File: src/rtl/mem_arb_pkg.sv
`default_nettype none
// ============================================================================
// Module      : mem_arb_pkg
// Description : Shared types and default sizes for the memory port arbiter.
// Revision    : 1.0 - initial release
// ============================================================================
package mem_arb_pkg;

  localparam int ADDR_W_DEF     = 32;
  localparam int DATA_W_DEF     = 32;
  localparam int STARVE_MAX_DEF = 4;
  localparam int STARVE_CNT_W   = 4;

  typedef enum logic [1:0] {
    TAG_NONE  = 2'd0,
    TAG_IF    = 2'd1,
    TAG_LS_LD = 2'd2,
    TAG_LS_ST = 2'd3
  } resp_tag_t;

endpackage
`default_nettype wire

File: src/rtl/mem_arb_starve_ctr.sv
`default_nettype none
// ============================================================================
// Module      : mem_arb_starve_ctr
// Description : Saturating fetch-starvation counter with clear and at-max flag.
// Revision    : 1.0 - initial release
// ============================================================================
module mem_arb_starve_ctr
  import mem_arb_pkg::*;
#(
  parameter int MAX = STARVE_MAX_DEF
) (
  input  logic clk,
  input  logic rst,
  input  logic clr_i,
  input  logic inc_i,
  output logic at_max_o
);

  logic [STARVE_CNT_W-1:0] cnt_q, cnt_d;

  assign at_max_o = (cnt_q == STARVE_CNT_W'(MAX));

  always_comb begin
    cnt_d = cnt_q;
    if (clr_i) begin
      cnt_d = '0;
    end else if (inc_i && !at_max_o) begin
      cnt_d = cnt_q + 1'b1;
    end
  end

  always_ff @(posedge clk) begin
    if (rst) begin
      cnt_q <= '0;
    end else begin
      cnt_q <= cnt_d;
    end
  end

endmodule
`default_nettype wire

File: src/rtl/mem_port_arbiter.sv
`default_nettype none
// ============================================================================
// Module      : mem_port_arbiter
// Description : Shares one unified memory port between fetch and load/store,
//               data priority with fetch anti-starvation, 1-cycle tagged reads.
//               Optional perf counters: define MEM_ARB_PERF_CNT_EN.
// Revision    : 1.0 - initial release
// ============================================================================
module mem_port_arbiter
  import mem_arb_pkg::*;
#(
  parameter int ADDR_W     = ADDR_W_DEF,
  parameter int DATA_W     = DATA_W_DEF,
  parameter int STARVE_MAX = STARVE_MAX_DEF
) (
  input  logic              clk,
  input  logic              rst,
  input  logic              if_req_valid,
  input  logic [ADDR_W-1:0] if_req_addr,
  output logic              if_req_ready,
  output logic              if_resp_valid,
  output logic [DATA_W-1:0] if_resp_data,
  input  logic              ls_req_valid,
  input  logic              ls_req_store,
  input  logic [ADDR_W-1:0] ls_req_addr,
  input  logic [DATA_W-1:0] ls_req_wdata,
  output logic              ls_req_ready,
  output logic              ls_resp_valid,
  output logic [DATA_W-1:0] ls_resp_data,
  output logic              mem_e,
  output logic              mem_s,
  output logic [ADDR_W-1:0] mem_pc,
  output logic [ADDR_W-1:0] mem_daddr,
  output logic [DATA_W-1:0] mem_wdata,
  input  logic [DATA_W-1:0] mem_rdata
`ifdef MEM_ARB_PERF_CNT_EN
  ,
  output logic [31:0]       perf_if_grants,
  output logic [31:0]       perf_ls_grants,
  output logic [31:0]       perf_if_stalls
`endif
);

  logic              w_at_max;
  logic              w_force_if;
  logic              w_grant_ls;
  logic              w_grant_if;
  logic [ADDR_W-1:0] pc_q;
  logic [ADDR_W-1:0] daddr_q;
  logic [DATA_W-1:0] wdata_q;
  resp_tag_t         tag_q, tag_d;

  assign w_force_if = if_req_valid & w_at_max;
  assign w_grant_ls = ~rst & ls_req_valid & ~w_force_if;
  assign w_grant_if = ~rst & if_req_valid & ~w_grant_ls;

  assign if_req_ready = w_grant_if;
  assign ls_req_ready = w_grant_ls;

  // Idle cycles keep the last fetch address so the memory sees a stable PC.
  assign mem_e     = w_grant_ls;
  assign mem_s     = w_grant_ls & ls_req_store;
  assign mem_pc    = w_grant_if ? if_req_addr  : pc_q;
  assign mem_daddr = w_grant_ls ? ls_req_addr  : daddr_q;
  assign mem_wdata = w_grant_ls ? ls_req_wdata : wdata_q;

  always_comb begin
    tag_d = TAG_NONE;
    if (w_grant_ls) begin
      tag_d = ls_req_store ? TAG_LS_ST : TAG_LS_LD;
    end else if (w_grant_if) begin
      tag_d = TAG_IF;
    end
  end

  always_ff @(posedge clk) begin
    if (rst) begin
      tag_q   <= TAG_NONE;
      pc_q    <= '0;
      daddr_q <= '0;
      wdata_q <= '0;
    end else begin
      tag_q <= tag_d;
      if (w_grant_if) begin
        pc_q <= if_req_addr;
      end
      if (w_grant_ls) begin
        daddr_q <= ls_req_addr;
        wdata_q <= ls_req_wdata;
      end
    end
  end

  // Gating with rst drops a response that would otherwise surface in the reset cycle.
  assign if_resp_valid = ~rst & (tag_q == TAG_IF);
  assign ls_resp_valid = ~rst & ((tag_q == TAG_LS_LD) | (tag_q == TAG_LS_ST));
  assign if_resp_data  = mem_rdata;
  assign ls_resp_data  = mem_rdata;

  mem_arb_starve_ctr #(
    .MAX (STARVE_MAX)
  ) u_starve_ctr (
    .clk      (clk),
    .rst      (rst),
    .clr_i    (~if_req_valid | w_grant_if),
    .inc_i    (if_req_valid & ~w_grant_if),
    .at_max_o (w_at_max)
  );

`ifdef MEM_ARB_PERF_CNT_EN
  always_ff @(posedge clk) begin
    if (rst) begin
      perf_if_grants <= '0;
      perf_ls_grants <= '0;
      perf_if_stalls <= '0;
    end else begin
      if (w_grant_if) perf_if_grants <= perf_if_grants + 32'd1;
      if (w_grant_ls) perf_ls_grants <= perf_ls_grants + 32'd1;
      if (if_req_valid && !w_grant_if) perf_if_stalls <= perf_if_stalls + 32'd1;
    end
  end
`endif

endmodule
`default_nettype wire

File: config.mk
export PLATFORM = sky130hd
export DESIGN_NAME = mem_port_arbiter
export DESIGN_NICKNAME = d
export VERILOG_FILES = /design/src/rtl/mem_arb_pkg.sv /design/src/rtl/mem_arb_starve_ctr.sv /design/src/rtl/mem_port_arbiter.sv
export SDC_FILE = /design/constraint.sdc
export NUM_CORES = 1
export LEC_CHECK = 0
export ABC_AREA = 1
export BUFFER_PORTS_ARGS = -buffer_cell sky130_fd_sc_hd__clkbuf_2
export CAP_MARGIN = 20
export CORE_MARGIN = 2
export CORE_UTILIZATION = 39
export DETAILED_ROUTE_END_ITERATION = 10
export PLACE_DENSITY = 0.84
export SKIP_CTS_REPAIR_TIMING = 1
export SLEW_MARGIN = 10
export SYNTH_ARGS = -nofsm -noshare
export SYNTH_HDL_FRONTEND = slang
export SYNTH_SLANG_ARGS = --single-unit
File: constraint.sdc
create_clock -name clk -period 1.4 [get_ports clk]
set_clock_uncertainty 0.05 [all_clocks]
set_input_delay 0 -clock clk [delete_from_list [all_inputs] [get_ports clk]]
set_output_delay 0 -clock clk [all_outputs]
set_load 0.005 [all_outputs]
Word-level counts from Yosys, hierarchy flattened
Cells that the tools add are included.
Storage, ports and cells
  bits in registers: 102
  bits of input ports: 133
  output and inout port bits: 166
  logic and storage cells: 35
Cells by class
  add/subtract/negate cells: 1
  equal/unequal tests: 4
  muxes and demuxes: 6
  bitwise operators: 16
  reduce and logical (&&, ||, !) cells: 3
Operators with widths (number)
  $mux 32: 3
  $and 1x1->1: 9
  $not 1->1: 5
  $add 4x1->4 const B: 1
  $eq 2x2->1 const B: 2
  $eq 4x3->1 const B: 1
  $eq 2x1->1 const B: 1
  $mux 1: 2
  $mux 2: 1
  $or 1x1->1: 2
  $reduce_or 2->1: 1
  $logic_and 1x1->1: 1
  $logic_not 1->1: 1

Depth between registers and ports, before layout
  depth after elaboration: 9
  gate-level depth with buffers: 9

Cells and area by module
From an unflattened synthesis, not the netlist that was laid out.
Second synthesis, totals
  cells, all modules: 796
  area, all modules: 5227.5 µm²
Modules (own cells, without submodules)
  mem_port_arbiter: times used 1, cells each 760, area each 4984.8 µm², seq. area each 1961.9 µm²
  mem_arb_starve_ctr: times used 1, cells each 36, area each 242.7 µm², seq. area each 80.1 µm²

Least setup slack after synthesis
Ideal clock, no wire load.
  path type: register -> register
  from: register u_starve_ctr.cnt_q[0]
  to: register daddr_q[13]
  setup time: 0.128 ns
  data arrival time: 1.256 ns
  required time: 1.222 ns
  path slack: -0.034 ns
  stages on the path, launching flop included: 9
  buffers on the path: 2
  cells stage by stage: dfxtp_1 -> inv_1 -> ha_1 -> nand4_1 -> nand2_2 -> buf_6 -> buf_2 -> o21ai_0 -> nor2_1
On the way
  cells in the longest elaborated chain, start to end: 5
Ends and longest elaborated chain
  from (decl): line mem_arb_starve_ctr.sv:19  | logic [STARVE_CNT_W-1:0] cnt_q, cnt_d;
  from (signal assigned): line mem_arb_starve_ctr.sv:36  | cnt_q <= cnt_d;
  $eq 4x3->1: line mem_arb_starve_ctr.sv:21  | assign at_max_o = (cnt_q == STARVE_CNT_W'(MAX));
  $and 1x1->1: line mem_port_arbiter.sv:53  | assign w_force_if = if_req_valid & w_at_max;
  $not 1->1: line mem_port_arbiter.sv:54  | assign w_grant_ls = ~rst & ls_req_valid & ~w_force_if;
  $and 1x1->1: line mem_port_arbiter.sv:54
  $mux 32
  to (signal assigned): line mem_port_arbiter.sv:88  | daddr_q <= ls_req_addr;
  to (decl): line mem_port_arbiter.sv:49  | logic [ADDR_W-1:0] daddr_q;
No other way between the ends.
A chain may end at the register's enable or synchronous reset.

Final worst setup path
  from: register u_starve_ctr.cnt_q[0]
  to: output port mem_pc[29]
On the way
  cells in the longest elaborated chain, start to end: 7
Ends and longest elaborated chain
  $eq 4x3->1: line mem_arb_starve_ctr.sv:21
  $and 1x1->1: line mem_port_arbiter.sv:53
  $not 1->1: line mem_port_arbiter.sv:54
  $and 1x1->1: line mem_port_arbiter.sv:54
  $not 1->1: line mem_port_arbiter.sv:55  | assign w_grant_if = ~rst & if_req_valid & ~w_grant_ls;
  $and 1x1->1: line mem_port_arbiter.sv:55
  $mux 32
  to (decl): line mem_port_arbiter.sv:32  | output logic [ADDR_W-1:0] mem_pc,
No other way between the ends.

==> run_results.csv <==
group,metric,value,unit
logic_synthesis,synth-seq-cells,102,
logic_synthesis,async_flop_share,0,
sta,max-slew-margin-rel,0.567,
clock_tree,cts_tree,"done",
placed_design,place_congestion,0.783,
global_route,grt_pass1_wl,16100,um
logic_synthesis,syn_avg_cell_area,6.98,um^2
floorplan,die_h,115,um
final_layout,drive_gt1_frac,0.399,
logic_synthesis,yosys_warnings,0,
power_and_ir_drop,p_leak,4.40,nW
logic_synthesis,synth_top_area_cell,"dfxtp_1",
logic_synthesis,synth_edf_count,0,
setup_path,worstPathMaxFanout,8,
logic_synthesis,synth.distinct_cells,21,
job,maxCapViolations,0,
floorplan,num_io_pins,299,
power_and_ir_drop,power.density,927,mW/mm^2
logic_synthesis,synthCells,689,
placed_design,post-dp-hpwl,7710,um
sta,slew_viol_final,0,
setup_path,crit_type,"register to output port",
logic_synthesis,synthesis.nets,824,
clock_tree,clock_sinks,102,
clock_tree,numCtsBuffers,9,
clock_tree,clock_path_buffers,2,
global_route,grt_usage,0.152,
drt,avgRoutedWirePerCell,15.7,um
worst_hold_path,hold_path_class,"input port to register",
sta,worst_slack,-0.543,ns
setup_path,critical_path_required,1.35,ns
power_and_ir_drop,ir_drop,0.649,mV
clock_tree,cts-root-buf,"clkbuf_16",
logic_synthesis,synthTopCellsByArea,"dfxtp_1 42%, buf_4 12%, inv_1 11%, nand2_1 10%, o21ai_0 6.7%",
placed_design,post-place-ws,-0.175,ns
floorplan,start_util,0.400,
final_layout,fin_util,0.679,
setup_path,worst_setup_path_end_kind,"output port",
clock_tree,h-tree-depth,3,
drt,antenna_left,0,
clock_tree,path_clk_slew,0.07,ns
setup_path,start_kind,"register",
final_layout,areaGrowthSynthToFinish,69.7,%
floorplan,die_area,0.0132,mm^2
drt,drcViolationCount,0,
final_layout,nets,1121,
global_route,grt_pass1_vias,3666,
drt,drt-pass1-iter-count,5,
floorplan,core_area,0.0120,mm^2
floorplan,rows,40,
global_route,grt-ovfl-total,0,
outcome,status,"complete, but fails checks",
drt,vias_per_cell,4.79,
logic_synthesis,syn-cell-area,0.00481,mm^2
drt,via_count,5449,
drt,drt_iter0_markers,302,
placed_design,place.port_buffers,202,
sta,fin_crit_sh,1.39,
sta,fin_crit,1.94,ns
sta,hold_viol_final,0,
global_route,grt_max_degree,55,
logic_synthesis,synth_ff_type,"dfxtp_1",
logic_synthesis,ys_seq_area_frac,0.425,
final_layout,diodes,0,
final_layout,fillers,845,
sta,rsz0062_at_grt,"true",
sta,setup_viol,200,
sta,fmax,0.515,GHz
logic_synthesis,yosysTopAreaCellShare,0.425,
outcome,failed_checks,"negative setup slack",
sta,worst_slew_pin_slew,0.649,ns
drt,drt-total-wl,17900,um
floorplan,die_w,115,um
clock_tree,clock_latency,0.34,ns
setup_path,crit_arrival,1.89,ns
global_route,antenna_found_initial,0,
flip-flops by register name (all words and copies together) (netlist names):
register,count
wdata_q,32
daddr_q,32
pc_q,32
tag_q,2
u_starve_ctr.cnt_q,4
final cells by class:
cell class / count / area (um^2) / share of cell area
clock buffer: 10 / 229 / 0.0281
sequential: 102 / 2040 / 0.251
timing repair buffer: 386 / 3040 / 0.372
inverter: 141 / 534 / 0.0655
tap: 147 / 184 / 0.0225
clock inverter: 6 / 62.6 / 0.00767
multi-input combinational: 346 / 2070 / 0.253
cell usage in the layout, fill, tap and decap left out, types with 2 or more instances in the layout:
cell type,instances
a21oi_1,30
a21oi_2,4
buf_12,7
buf_2,6
buf_4,26
buf_6,13
clkbuf_16,19
clkbuf_2,194
clkinv_2,2
clkinvlp_4,3
dfxtp_1,100
dfxtp_2,2
dlygate4sd3_1,129
inv_1,136
inv_2,4
nand2_1,90
nand2_2,18
nand2_4,28
nand3_1,27
nand3_2,6
nand4_1,3
nor2_1,62
nor2_2,6
o21ai_0,13
o21ai_2,48
o21ai_4,3
xor2_1,2
where the power goes:
group	internal, mW	switching (mW)
Sequential	3.07	0.0501
Clock	1.38	1.12
Combinational	0.972	0.976
Total	5.42	2.14
cell families after synthesis:
kind of cell    Yosys count  synth area share
simple gates            242             0.203
buf+inv                 241             0.258
flops                   102             0.425
compound gates          100             0.105
xor+xnor                  2           0.00364
fa+ha+maj                 2           0.00520
per-layer routing:
| metal | part of all wire | GRT usage | up-vias | wire [um] |
|---|---|---|---|---|
| li1 | - | - | 2589 | - |
| met1 | 0.36 | 0.169 | 2503 | 6370 |
| met2 | 0.53 | 0.258 | 296 | 9490 |
| met3 | 0.073 | 0.0559 | 61 | 1300 |
| met4 | 0.040 | 0.0715 | 0 | 709 |
| met5 | 0 | 0 | - | 0 |
final timing paths:
kind,to,slack (ns),from,depth (start not counted)
setup / recovery,mem_pc[29],-0.54,u_starve_ctr.cnt_q[0],10
hold / removal,wdata_q[21],0.02,ls_req_wdata[21],4
setup reg to reg,daddr_q[12],-0.29,u_starve_ctr.cnt_q[0],10
hold reg to reg,pc_q[26],0.42,pc_q[26],2
synthesized netlist by cell type, drive strengths merged, types with 2 or more instances:
cell / instances
xor2: 2
nand2: 136
a21oi: 34
buf: 91
o21ai: 65
nand4: 3
clkbuf: 9
dfxtp: 102
nor2: 69
inv: 141
nand3: 34
ha: 2
worst max-delay path: stages (launching register included):
cell and delay [ns]:
dfxtp_2 0.33, inv_2 0.07, ha_4 0.13, nand4_1 0.12
nand2_4 0.21, buf_6 0.13, nand2_4 0.06, buf_4 0.17
nand2_1 0.10, nand2_1 0.10, clkbuf_2 0.13
metrics by stage:
stage	instance area, um^2	setup TNS [ns]	cells	hold WS (ns)	power, mW
floorplan	4810	-1.65	689	0.0308	3.91
global placement	5490	-12.00	958	-0.0499	4.22
detailed placement	5490	-20.75	958	-0.0499	4.25
CTS	5780	-61.24	974	-0.148	6.74
global route	8160	-80.43	1138	0.0107	7.93
finish	8160	-59.08	1138	0.0239	7.57
Power figures use the tool's default switching activity.
